File: src/rtl/issue_pkg.sv
`default_nettype none
// +----------------------------------------------------------------------+
// | issue_pkg : RV32I opcode constants, issue FSM states, field decode   |
// | Rev 1.0                                                              |
// +----------------------------------------------------------------------+
package issue_pkg;

  localparam logic [6:0] OP_ITYPE = 7'b0010011;
  localparam logic [6:0] OP_RTYPE = 7'b0110011;

  typedef enum logic [1:0] {
    IDLE   = 2'd0,
    RUN    = 2'd1,
    HAZARD = 2'd2
  } issue_state_e;

  function automatic logic [6:0] get_opcode(input logic [31:0] instr);
    return instr[6:0];
  endfunction

  function automatic logic [4:0] get_rd(input logic [31:0] instr);
    return instr[11:7];
  endfunction

  function automatic logic [4:0] get_rs1(input logic [31:0] instr);
    return instr[19:15];
  endfunction

  function automatic logic [4:0] get_rs2(input logic [31:0] instr);
    return instr[24:20];
  endfunction

endpackage
`default_nettype wire

File: src/rtl/issue_fifo.sv
`default_nettype none
// +----------------------------------------------------------------------+
// | issue_fifo : synchronous FIFO with clear, occupancy, full/empty      |
// | Rev 1.0                                                              |
// +----------------------------------------------------------------------+
module issue_fifo #(
  parameter int DEPTH = 4,
  parameter int WIDTH = 32,
  localparam int AW   = $clog2(DEPTH)
) (
  input  logic             clk,
  input  logic             rst_n,
  input  logic             clr,
  input  logic             push,
  input  logic [WIDTH-1:0] push_data,
  input  logic             pop,
  output logic [WIDTH-1:0] head,
  output logic [AW:0]      count,
  output logic             full,
  output logic             empty
);

  logic [WIDTH-1:0] r_mem [DEPTH];
  logic [AW-1:0]    r_wr_ptr;
  logic [AW-1:0]    r_rd_ptr;
  logic [AW:0]      r_count;
  logic             w_push;
  logic             w_pop;

  assign full    = (r_count == (AW+1)'(DEPTH));
  assign empty   = (r_count == '0);
  assign w_push  = push && !full && !clr;
  assign w_pop   = pop && !empty && !clr;
  assign head    = r_mem[r_rd_ptr];
  assign count   = r_count;

  // Pointers wrap naturally because DEPTH is a power of two.
  always_ff @(posedge clk or negedge rst_n) begin
    if (!rst_n) begin
      r_wr_ptr <= '0;
      r_rd_ptr <= '0;
      r_count  <= '0;
    end else if (clr) begin
      r_wr_ptr <= '0;
      r_rd_ptr <= '0;
      r_count  <= '0;
    end else begin
      if (w_push) r_wr_ptr <= r_wr_ptr + 1'b1;
      if (w_pop)  r_rd_ptr <= r_rd_ptr + 1'b1;
      case ({w_push, w_pop})
        2'b10:   r_count <= r_count + 1'b1;
        2'b01:   r_count <= r_count - 1'b1;
        default: r_count <= r_count;
      endcase
    end
  end

  always_ff @(posedge clk) begin
    if (w_push) r_mem[r_wr_ptr] <= push_data;
  end

endmodule
`default_nettype wire

File: src/rtl/instr_issue_ctrl.sv
`default_nettype none
// +----------------------------------------------------------------------+
// | instr_issue_ctrl : in-order issue with register scoreboard stall.    |
// | Optional ISSUE_PERF_CNT_EN adds issue_cnt / stall_cnt outputs.       |
// | Rev 1.0                                                              |
// +----------------------------------------------------------------------+
module instr_issue_ctrl
  import issue_pkg::*;
#(
  parameter int FIFO_DEPTH = 4,
  parameter int WB_LAT     = 2
) (
  input  logic                          cpu_clk,
  input  logic                          cpu_rst_n,
  input  logic                          flush,
  input  logic [31:0]                   in_instr,
  input  logic                          in_valid,
  output logic                          in_ready,
  input  logic                          core_busy,
  output logic [31:0]                   cpu_instruction,
  output logic                          cpu_instruction_RDY_BSY,
  output logic [$clog2(FIFO_DEPTH):0]   fifo_count,
  output logic                          stall_hazard,
  output logic                          idle
`ifdef ISSUE_PERF_CNT_EN
  ,
  output logic [31:0]                   issue_cnt,
  output logic [31:0]                   stall_cnt
`endif
);

  localparam int SB_N = WB_LAT - 1;
  localparam int CW   = $clog2(FIFO_DEPTH) + 1;

  logic [31:0]     w_head;
  logic            w_full;
  logic            w_empty;
  logic            w_push;
  logic            w_issue;
  logic            w_hazard;
  logic [6:0]      w_op;
  logic [4:0]      w_rd;
  logic [4:0]      w_rs1;
  logic [4:0]      w_rs2;
  logic            w_use_rs1;
  logic            w_use_rs2;
  logic            w_wr_rd;
  logic [SB_N-1:0] w_match;
  logic [SB_N-1:0] r_sb_valid;
  logic [4:0]      r_sb_rd [SB_N];
  logic [31:0]     r_instr;
  logic            r_strobe;
  issue_state_e    r_state;
  issue_state_e    w_state_nxt;

  assign w_push   = in_valid && !w_full && !flush;
  assign in_ready = !w_full;

  issue_fifo #(
    .DEPTH (FIFO_DEPTH),
    .WIDTH (32)
  ) u_fifo (
    .clk       (cpu_clk),
    .rst_n     (cpu_rst_n),
    .clr       (flush),
    .push      (w_push),
    .push_data (in_instr),
    .pop       (w_issue),
    .head      (w_head),
    .count     (fifo_count),
    .full      (w_full),
    .empty     (w_empty)
  );

  assign w_op      = get_opcode(w_head);
  assign w_rd      = get_rd(w_head);
  assign w_rs1     = get_rs1(w_head);
  assign w_rs2     = get_rs2(w_head);
  assign w_use_rs1 = ((w_op == OP_ITYPE) || (w_op == OP_RTYPE)) && (w_rs1 != 5'd0);
  assign w_use_rs2 = (w_op == OP_RTYPE) && (w_rs2 != 5'd0);
  assign w_wr_rd   = ((w_op == OP_ITYPE) || (w_op == OP_RTYPE)) && (w_rd != 5'd0);

  generate
    for (genvar i = 0; i < SB_N; i++) begin : g_sb_cmp
      assign w_match[i] = r_sb_valid[i] &&
                          ((w_use_rs1 && (r_sb_rd[i] == w_rs1)) ||
                           (w_use_rs2 && (r_sb_rd[i] == w_rs2)));
    end
  endgenerate

  assign w_hazard     = !w_empty && (|w_match);
  assign w_issue      = !w_empty && !core_busy && !w_hazard && !flush;
  assign stall_hazard = w_hazard;

  // Scoreboard ages every cycle; an entry lives WB_LAT-1 cycles after issue.
  always_ff @(posedge cpu_clk or negedge cpu_rst_n) begin
    if (!cpu_rst_n) begin
      r_sb_valid <= '0;
      for (int i = 0; i < SB_N; i++) r_sb_rd[i] <= 5'd0;
    end else if (flush) begin
      r_sb_valid <= '0;
    end else begin
      r_sb_valid[0] <= w_issue && w_wr_rd;
      r_sb_rd[0]    <= w_rd;
      for (int i = 1; i < SB_N; i++) begin
        r_sb_valid[i] <= r_sb_valid[i-1];
        r_sb_rd[i]    <= r_sb_rd[i-1];
      end
    end
  end

  always_ff @(posedge cpu_clk or negedge cpu_rst_n) begin
    if (!cpu_rst_n) begin
      r_instr  <= 32'd0;
      r_strobe <= 1'b0;
    end else begin
      r_strobe <= w_issue;
      if (w_issue) r_instr <= w_head;
    end
  end

  assign cpu_instruction         = r_instr;
  assign cpu_instruction_RDY_BSY = r_strobe;

  always_ff @(posedge cpu_clk or negedge cpu_rst_n) begin
    if (!cpu_rst_n) r_state <= IDLE;
    else            r_state <= w_state_nxt;
  end

  always_comb begin
    w_state_nxt = r_state;
    if (flush) begin
      w_state_nxt = IDLE;
    end else begin
      case (r_state)
        IDLE:        if (w_push) w_state_nxt = RUN;
        RUN, HAZARD: begin
          if (w_issue && (fifo_count == CW'(1)) && !w_push) w_state_nxt = IDLE;
          else if (w_hazard)                                w_state_nxt = HAZARD;
          else                                              w_state_nxt = RUN;
        end
        default:     w_state_nxt = IDLE;
      endcase
    end
  end

  // IDLE state tracks an empty buffer, so idle only needs the scoreboard added.
  assign idle = (r_state == IDLE) && !(|r_sb_valid);

`ifdef ISSUE_PERF_CNT_EN
  logic [31:0] r_issue_cnt;
  logic [31:0] r_stall_cnt;

  always_ff @(posedge cpu_clk or negedge cpu_rst_n) begin
    if (!cpu_rst_n) begin
      r_issue_cnt <= 32'd0;
      r_stall_cnt <= 32'd0;
    end else if (flush) begin
      r_issue_cnt <= 32'd0;
      r_stall_cnt <= 32'd0;
    end else begin
      if (w_issue)             r_issue_cnt <= r_issue_cnt + 32'd1;
      if (!w_empty && !w_issue) r_stall_cnt <= r_stall_cnt + 32'd1;
    end
  end

  assign issue_cnt = r_issue_cnt;
  assign stall_cnt = r_stall_cnt;
`endif

endmodule
`default_nettype wire

File: config.mk
export PLATFORM = sky130hd
export DESIGN_NAME = instr_issue_ctrl
export DESIGN_NICKNAME = d
export VERILOG_FILES = /design/src/rtl/issue_pkg.sv /design/src/rtl/issue_fifo.sv /design/src/rtl/instr_issue_ctrl.sv
export SDC_FILE = /design/constraint.sdc
export NUM_CORES = 1
export LEC_CHECK = 0
export BUFFER_PORTS_ARGS = -buffer_cell sky130_fd_sc_hd__buf_2
export CAP_MARGIN = 5
export CORE_AREA = 2 2 84 166
export CTS_BUF_LIST = sky130_fd_sc_hd__clkbuf_8
export DETAILED_ROUTE_END_ITERATION = 10
export DIE_AREA = 0 0 86 168
export GPL_ROUTABILITY_DRIVEN = 0
export PLACE_DENSITY = 0.77
export SLEW_MARGIN = 20
export SYNTH_ARGS = -nofsm -noshare
export SYNTH_HDL_FRONTEND = slang
export SYNTH_SLANG_ARGS = --single-unit
File: constraint.sdc
create_clock -name cpu_clk -period 2.8 [get_ports cpu_clk]
set_input_delay 0.14 -clock cpu_clk [delete_from_list [all_inputs] [get_ports cpu_clk]]
set_output_delay 0.14 -clock cpu_clk [all_outputs]
set_load 0.01 [all_outputs]
==> results of run 1 <==
-- layer usage --
layer	wire length, um	up-vias	GRT usage
met5	0	-	0
met4	231	0	0.0718
met3	499	14	0.0377
met2	6820	106	0.319
met1	5430	1861	0.249
li1	-	1667	-
-- kinds of logic (layout without fill, tap and decap cells) --
group | Yosys count | count (layout)
flops | 176 | 176
mux | 70 | 70
simple gates | 44 | 44
buf+inv | 22 | 180
compound gates | 18 | 18
xor+xnor | 15 | 15
fa+ha+maj | 10 | 10
-- critical path, cell delays in order (launching register included) --
cell and delay (ps):
dfrtp_2 410, buf_12 150, mux4_2 550, nor4b_4 320, and3_4 250, and3_4 180, buf_4 120, and2_4 150
buf_6 90
-- final cells by class --
| cell class | count | area (um^2) |
|---|---|---|
| flip-flops and latches | 176 | 5050 |
| fillers | 906 | 4660 |
| multi-input cells | 157 | 1930 |
| repair buffers | 140 | 1060 |
| clock buffers | 18 | 248 |
| well taps | 155 | 194 |
| clock inverters | 14 | 130 |
| inverters | 8 | 30.0 |
-- placed cells by master, fill, tap and decap left out, types with 8 or more instances in the layout --
| master | count |
|---|---|
| inv_1 | 9 |
| buf_2 | 74 |
| mux2_4 | 28 |
| dfrtp_1 | 47 |
| edfxtp_1 | 128 |
| buf_12 | 8 |
| nand2_1 | 12 |
| buf_4 | 23 |
| nor2_1 | 8 |
| ha_1 | 10 |
| dlygate4sd3_1 | 33 |
| clkbuf_8 | 18 |
| mux2_2 | 10 |
| mux4_2 | 27 |
| xnor2_1 | 15 |
-- cell usage after synthesis, drive strengths merged, types with 3 or more instances --
| library cell | n | area [um^2] |
|---|---|---|
| edfxtp | 128 | 3840 |
| inv | 8 | 30.0 |
| and2 | 6 | 37.5 |
| ha | 10 | 125 |
| o21ai | 3 | 15.0 |
| buf | 11 | 123 |
| xnor2 | 15 | 131 |
| nand2 | 12 | 45.0 |
| a21oi | 5 | 25.0 |
| clkbuf | 3 | 11.3 |
| dfrtp | 48 | 1200 |
| mux4 | 32 | 762 |
| nand2b | 4 | 25.0 |
| nor2 | 8 | 30.0 |
| mux2 | 38 | 533 |
-- sequential cells by signal (all words and copies together) (netlist names) --
| register | cells |
|---|---|
| cpu_instruction | 32 |
| cpu_instruction_RDY_BSY | 1 |
| r_sb_rd | 5 |
| r_sb_valid | 1 |
| r_state | 2 |
| u_fifo.count | 3 |
| u_fifo.r_mem | 128 |
| u_fifo.r_rd_ptr | 2 |
| u_fifo.r_wr_ptr | 2 |
-- worst max path at each step --
stage                                   start                         endpoint  cells past startpoint  slack, ps
6_report       u_fifo.r_rd_ptr[0]$_DFFE_PN0P_                     stall_hazard                      8         -7
5_1_grt        u_fifo.r_rd_ptr[0]$_DFFE_PN0P_                     stall_hazard                      8       -140
3_5_place_dp   u_fifo.r_rd_ptr[0]$_DFFE_PN0P_  cpu_instruction[31]$_DFFE_PN0N_                      8       -140
4_1_cts        u_fifo.r_rd_ptr[0]$_DFFE_PN0P_                     stall_hazard                      8        -50
3_3_place_gp   u_fifo.r_rd_ptr[0]$_DFFE_PN0P_   cpu_instruction[7]$_DFFE_PN0N_                      8        -40
2_1_floorplan  u_fifo.r_rd_ptr[0]$_DFFE_PN0P_   cpu_instruction[0]$_DFFE_PN0N_                     10        110
-- metrics by stage --
stage	instance area, um^2	total power [mW]	hold slack, ps
after floorplan	7110	5.04	-156
after global placement	7840	5.75	300
after detailed placement	7840	5.81	307
after CTS	8620	7.59	25.0
after global routing	8630	7.93	56.0
final	8630	7.55	59.8
-- power by group through the flow --
stage | combinational [mW] | clock (mW) | sequential (mW)
3_3_place_gp | 2.21 | 0 | 3.54
2_1_floorplan | 1.45 | 0 | 3.59
3_5_place_dp | 2.26 | 0 | 3.55
5_1_grt | 2.59 | 1.80 | 3.54
4_1_cts | 2.40 | 1.70 | 3.49
6_report | 2.39 | 1.67 | 3.49
-- what timing repair did --
item                       4_1_cts  5_1_grt
pin swaps                        6        4
resized for setup               15        1
setup buffers                    6        1
hold endpoints to repair       164        0
hold buffers                    33        0
setup endpoints to repair       34       36
==> results.sh, run 1 <==
export IMPL_die_width_um=86
export IMPL_grt_pass1_vias=3923
export IMPL_synth_compound_area_frac=0.0164
export IMPL_antenna_found_initial=0
export IMPL_dr_pass1_iters=4
export IMPL_switchingPower_mw=2.22
export IMPL_crit_arrival_ps=2670
export IMPL_rr_startpoint="u_fifo.r_rd_ptr[0]$_DFFE_PN0P_"
export IMPL_relSlewSlack=0.428
export IMPL_core_mm2=0.0133
export IMPL_fin_crit_sh=1.00
export IMPL_grt_overflow=0
export IMPL_fin_cells=668
export IMPL_ys_flop_type="edfxtp_1"
export IMPL_cellPowerDensity_mw_per_mm2=874
export IMPL_rsz0062_at_grt="true"
export IMPL_vias=3648
export IMPL_worst_slack_ps=-7.02
export IMPL_ys_seq_area_frac=0.710
export IMPL_reg2reg_slack_ps=10
export IMPL_initial_core_util=0.535
export IMPL_cp_required_ps=2660
export IMPL_hold_end="r_state[0]$_DFFE_PN0P_"
export IMPL_hp_class="input port to flip-flop"
export IMPL_combinationalPowerShare=0.316
export IMPL_rows=60
export IMPL_io_buffers=75
export IMPL_postRouteAntennaNets=0
export IMPL_grtUsageTotal=0.192
export IMPL_netlist_area_mm2=0.00711
export IMPL_synth_seq_cells=176
export IMPL_grt_max_degree=38
export IMPL_outcome="finished, violations left"
export IMPL_place_inst=596
export IMPL_utilization=0.650
export IMPL_leakage_nw=3.31
export IMPL_drt_wl_total_um=13000
export IMPL_drv_cap=0
export IMPL_fmax_mhz=356
export IMPL_vdd_drop_max_v=0.000612
export IMPL_die_height_um=168
export IMPL_hold_viol_final=0
export IMPL_synth_edff_count=128
export IMPL_holdPathStages=3
export IMPL_clk_latency_ps=440
export IMPL_cts_tree="built"
export IMPL_syn_nets=402
export IMPL_die_area_mm2=0.0144
export IMPL_synthMuxAreaShare=0.182
export IMPL_crit_fanout=8
export IMPL_first_iter_violations=182
export IMPL_cts_sinks=176
export IMPL_p_clk_frac=0.221
export IMPL_setup_violations=1
export IMPL_internal_power_mw=5.33
export IMPL_htreeDepth=4
export IMPL_yosysWarningCount=0
export IMPL_r2r_end="cpu_instruction[10]$_DFFE_PN0N_"
export IMPL_clock_root_buffer="clkbuf_8"
export IMPL_drcViolationCount=0
export IMPL_synth_async_sr_flop_share=0.273
export IMPL_clk_pin_slew_ps=90
export IMPL_finClkSkew_ps=10.5
export IMPL_area_growth_pct=21.4
export IMPL_postSynthAreaPerCell_um2=20.0
export IMPL_io_pins=76
export IMPL_pwr_share_seq=0.463
export IMPL_avgViaCountPerCell=5.46
export IMPL_end_kind="output port"
export IMPL_avgRoutedWirePerCell_um=19.4
export IMPL_hpwl_um=8640
export IMPL_violations="negative setup slack"
export IMPL_synth_cell_type_count=38
export IMPL_synthAdderAreaFrac=0.0176
export IMPL_worstSetupPathType="flip-flop to output port"
export IMPL_tightest_slew_ps=858
export IMPL_synthCells=355
export IMPL_startpoint_type="flip-flop"
export IMPL_nets=547
export IMPL_place_ws_ps=-139
export IMPL_drive_gt1_frac=0.423
export IMPL_slew_violations=0
export IMPL_cts_buffers=17
export IMPL_sw_frac_of_total=0.294
export IMPL_synth_simple_area_share=0.0324
export IMPL_min_from="in_valid"
export IMPL_worst_r2r_cell_count=8
export IMPL_grt_pass1_wl_um=20800
export IMPL_synth_xor_area_share=0.0185
export IMPL_antenna_cells=0
export IMPL_synth_top_family_by_area="multiplexers"
export IMPL_fin_crit_ps=2810
export IMPL_setup_tns_ps=-7.02
export IMPL_clock_path_buffers=2
Power figures use the tool's default switching activity.
==> inputs of run 2 (changes only) <==
Settings changed: CORE_AREA 2 2 84 166 to 2 2 80 159, DIE_AREA 0 0 86 168 to 0 0 82 161, PLACE_DENSITY 0.77 to 0.8.
Clock period 2.8 ns to 3 ns, I/O delays scaled along.
==> run 2 against run 1 <==
Compared with the run above:
- the run now ends clean
- first-iteration DRC count is 34% higher
- clock-buffer cell count decreased by 1
- register-to-register slack gained 120 ps
- die area is 8.6% lower
- global-route usage rose by 2.0 points
- wire length fell by 0.94%
- largest cell class unchanged
- highest routed layer unchanged
==> results.sh, run 2 (synthesis gave the netlist of run 1 again) <==
export IMPL_cts_tree="built"
export IMPL_die_width_um=82
export IMPL_cp_common_cell="buf_4"
export IMPL_hold_end="r_state[0]$_DFFE_PN0P_"
export IMPL_antenna_found_initial=0
export IMPL_drive_gt1_frac=0.411
export IMPL_io_pins=76
export IMPL_vias=3648
export IMPL_tightest_slew_ps=467
export IMPL_setup_tns_ps=0
export IMPL_avgViaCountPerCell=5.52
export IMPL_htreeDepth=4
export IMPL_cellPowerDensity_mw_per_mm2=814
export IMPL_clk_pin_slew_ps=90
export IMPL_crit_arrival_ps=3210
export IMPL_end_kind="flip-flop"
export IMPL_postRouteAntennaNets=0
export IMPL_fin_crit_sh=0.957
export IMPL_cp_required_ps=3340
export IMPL_initial_core_util=0.593
export IMPL_hold_slack_ps=26.1
export IMPL_grt_pass1_vias=3864
export IMPL_drt_wl_total_um=12900
export IMPL_antenna_cells=0
export IMPL_worstPathCellList="buf_4 -> mux4_1 -> nor4b_2 -> and3_1 -> and3_4 -> a211o_2 -> buf_4 -> mux2_2"
export IMPL_worstSetupPathType="flip-flop to flip-flop"
export IMPL_drv_cap=0
export IMPL_slew_violations=0
export IMPL_r2r_end="cpu_instruction[7]$_DFFE_PN0N_"
export IMPL_grt_max_degree=35
export IMPL_fmax_mhz=348
export IMPL_rr_startpoint="u_fifo.r_rd_ptr[0]$_DFFE_PN0P_"
export IMPL_total_power_mw=6.95
export IMPL_hp_class="input port to flip-flop"
export IMPL_drcViolationCount=0
export IMPL_utilization=0.713
export IMPL_hold_viol_final=0
export IMPL_critPathTopFamily="multiplexers"
export IMPL_first_iter_violations=243
export IMPL_io_buffers=75
export IMPL_cts_sinks=176
export IMPL_die_area_mm2=0.0132
export IMPL_final_area_mm2=0.00854
export IMPL_cts_buffers=17
export IMPL_dpl_cell_area_mm2=0.00774
export IMPL_relSlewSlack=0.689
export IMPL_startpoint="u_fifo.r_rd_ptr[0]$_DFFE_PN0P_"
export IMPL_clock_path_buffers=2
export IMPL_outcome="completed"
export IMPL_path_buf_inv=2
export IMPL_rows=57
export IMPL_mostFrequentLayoutCells="edfxtp_1 (128), buf_2 (75), dfrtp_1 (47)"
export IMPL_crit_fanout=14
export IMPL_largest_register_ffs=128
export IMPL_fin_crit_ps=2870
export IMPL_final_common_cell="edfxtp_1"
export IMPL_clk_latency_ps=460
export IMPL_core_mm2=0.0120
export IMPL_worst_r2r_cell_count=8
export IMPL_startpoint_type="flip-flop"
export IMPL_grtUsageTotal=0.212
export IMPL_finClkSkew_ps=20.1
export IMPL_holdPathStages=3
export IMPL_grt_pass1_wl_um=20100
export IMPL_rsz0062_at_grt="false"
export IMPL_cp_slowest_cell="mux4_1"
export IMPL_area_growth_pct=20.2
export IMPL_grt_overflow=0
export IMPL_crit_path_max_incr_delay_ps=600
export IMPL_leakage_nw=3.28
export IMPL_setup_violations=0
export IMPL_reg2reg_slack_ps=130
export IMPL_clock_root_buffer="clkbuf_8"
export IMPL_dr_pass1_iters=4
export IMPL_vdd_drop_max_v=0.000543
export IMPL_die_height_um=161
export IMPL_regMostFlops="u_fifo.r_mem"
export IMPL_nets=548
export IMPL_min_from="in_valid"
export IMPL_hpwl_um=8690
export IMPL_avgRoutedWirePerCell_um=19.5
## run 2: per-stage QoR
stage / setup WS, ps / instances
2_1_floorplan: 312 / 355
3_3_place_gp: 104 / 587
3_5_place_dp: 27.1 / 587
4_1_cts: 11.4 / 653
5_1_grt: 4.70 / 661
6_report: 130 / 661
## run 2: worst max path at each step
stage,endpoint,slack [ps],cells past startpoint
2_1_floorplan,cpu_instruction[0]$_DFFE_PN0N_,310,10
3_3_place_gp,cpu_instruction[7]$_DFFE_PN0N_,100,8
3_5_place_dp,cpu_instruction[7]$_DFFE_PN0N_,30,8
4_1_cts,stall_hazard,10,8
5_1_grt,stall_hazard,5,8
6_report,cpu_instruction[7]$_DFFE_PN0N_,130,8
## run 2: metal layers
layer	routed length, um	global-route usage	vias to the layer above	share of wire
li1	-	-	1688	-
met1	5220	0.274	1852	0.41
met5	0	0	-	0
met4	102	0.0606	0	0.0079
met2	7040	0.354	98	0.55
met3	500	0.0514	10	0.039
## run 2: repair_timing
item | CTS | global route
hold buffers | 33 | 0
resized for setup | 1 | 9
endpoints found under the hold margin | 142 | 0
pin swaps | 0 | 2
endpoints found under the setup margin | 1 | 11
buffers inserted | 1 | 8
## run 2: cell type report
| class | count | area [um^2] |
|---|---|---|
| flip-flops and latches | 176 | 5050 |
| fillers | 743 | 3440 |
| multi-input cells | 157 | 1910 |
| repair buffers | 141 | 982 |
| clock buffers | 17 | 234 |
| well taps | 147 | 184 |
| clock inverters | 15 | 151 |
| inverters | 8 | 30.0 |
## run 2: worst reg2reg max path: stages (launching register included)
cell,delay [ps]
dfrtp_2,450
buf_4,190
mux4_1,600
nor4b_2,270
and3_1,250
and3_4,220
a211o_2,150
buf_4,270
mux2_2,370
## run 2: report_power, final
part | switching (mW) | internal, mW
clock network | 0.907 | 0.613
registers | 0.268 | 3.00
logic | 0.918 | 1.24
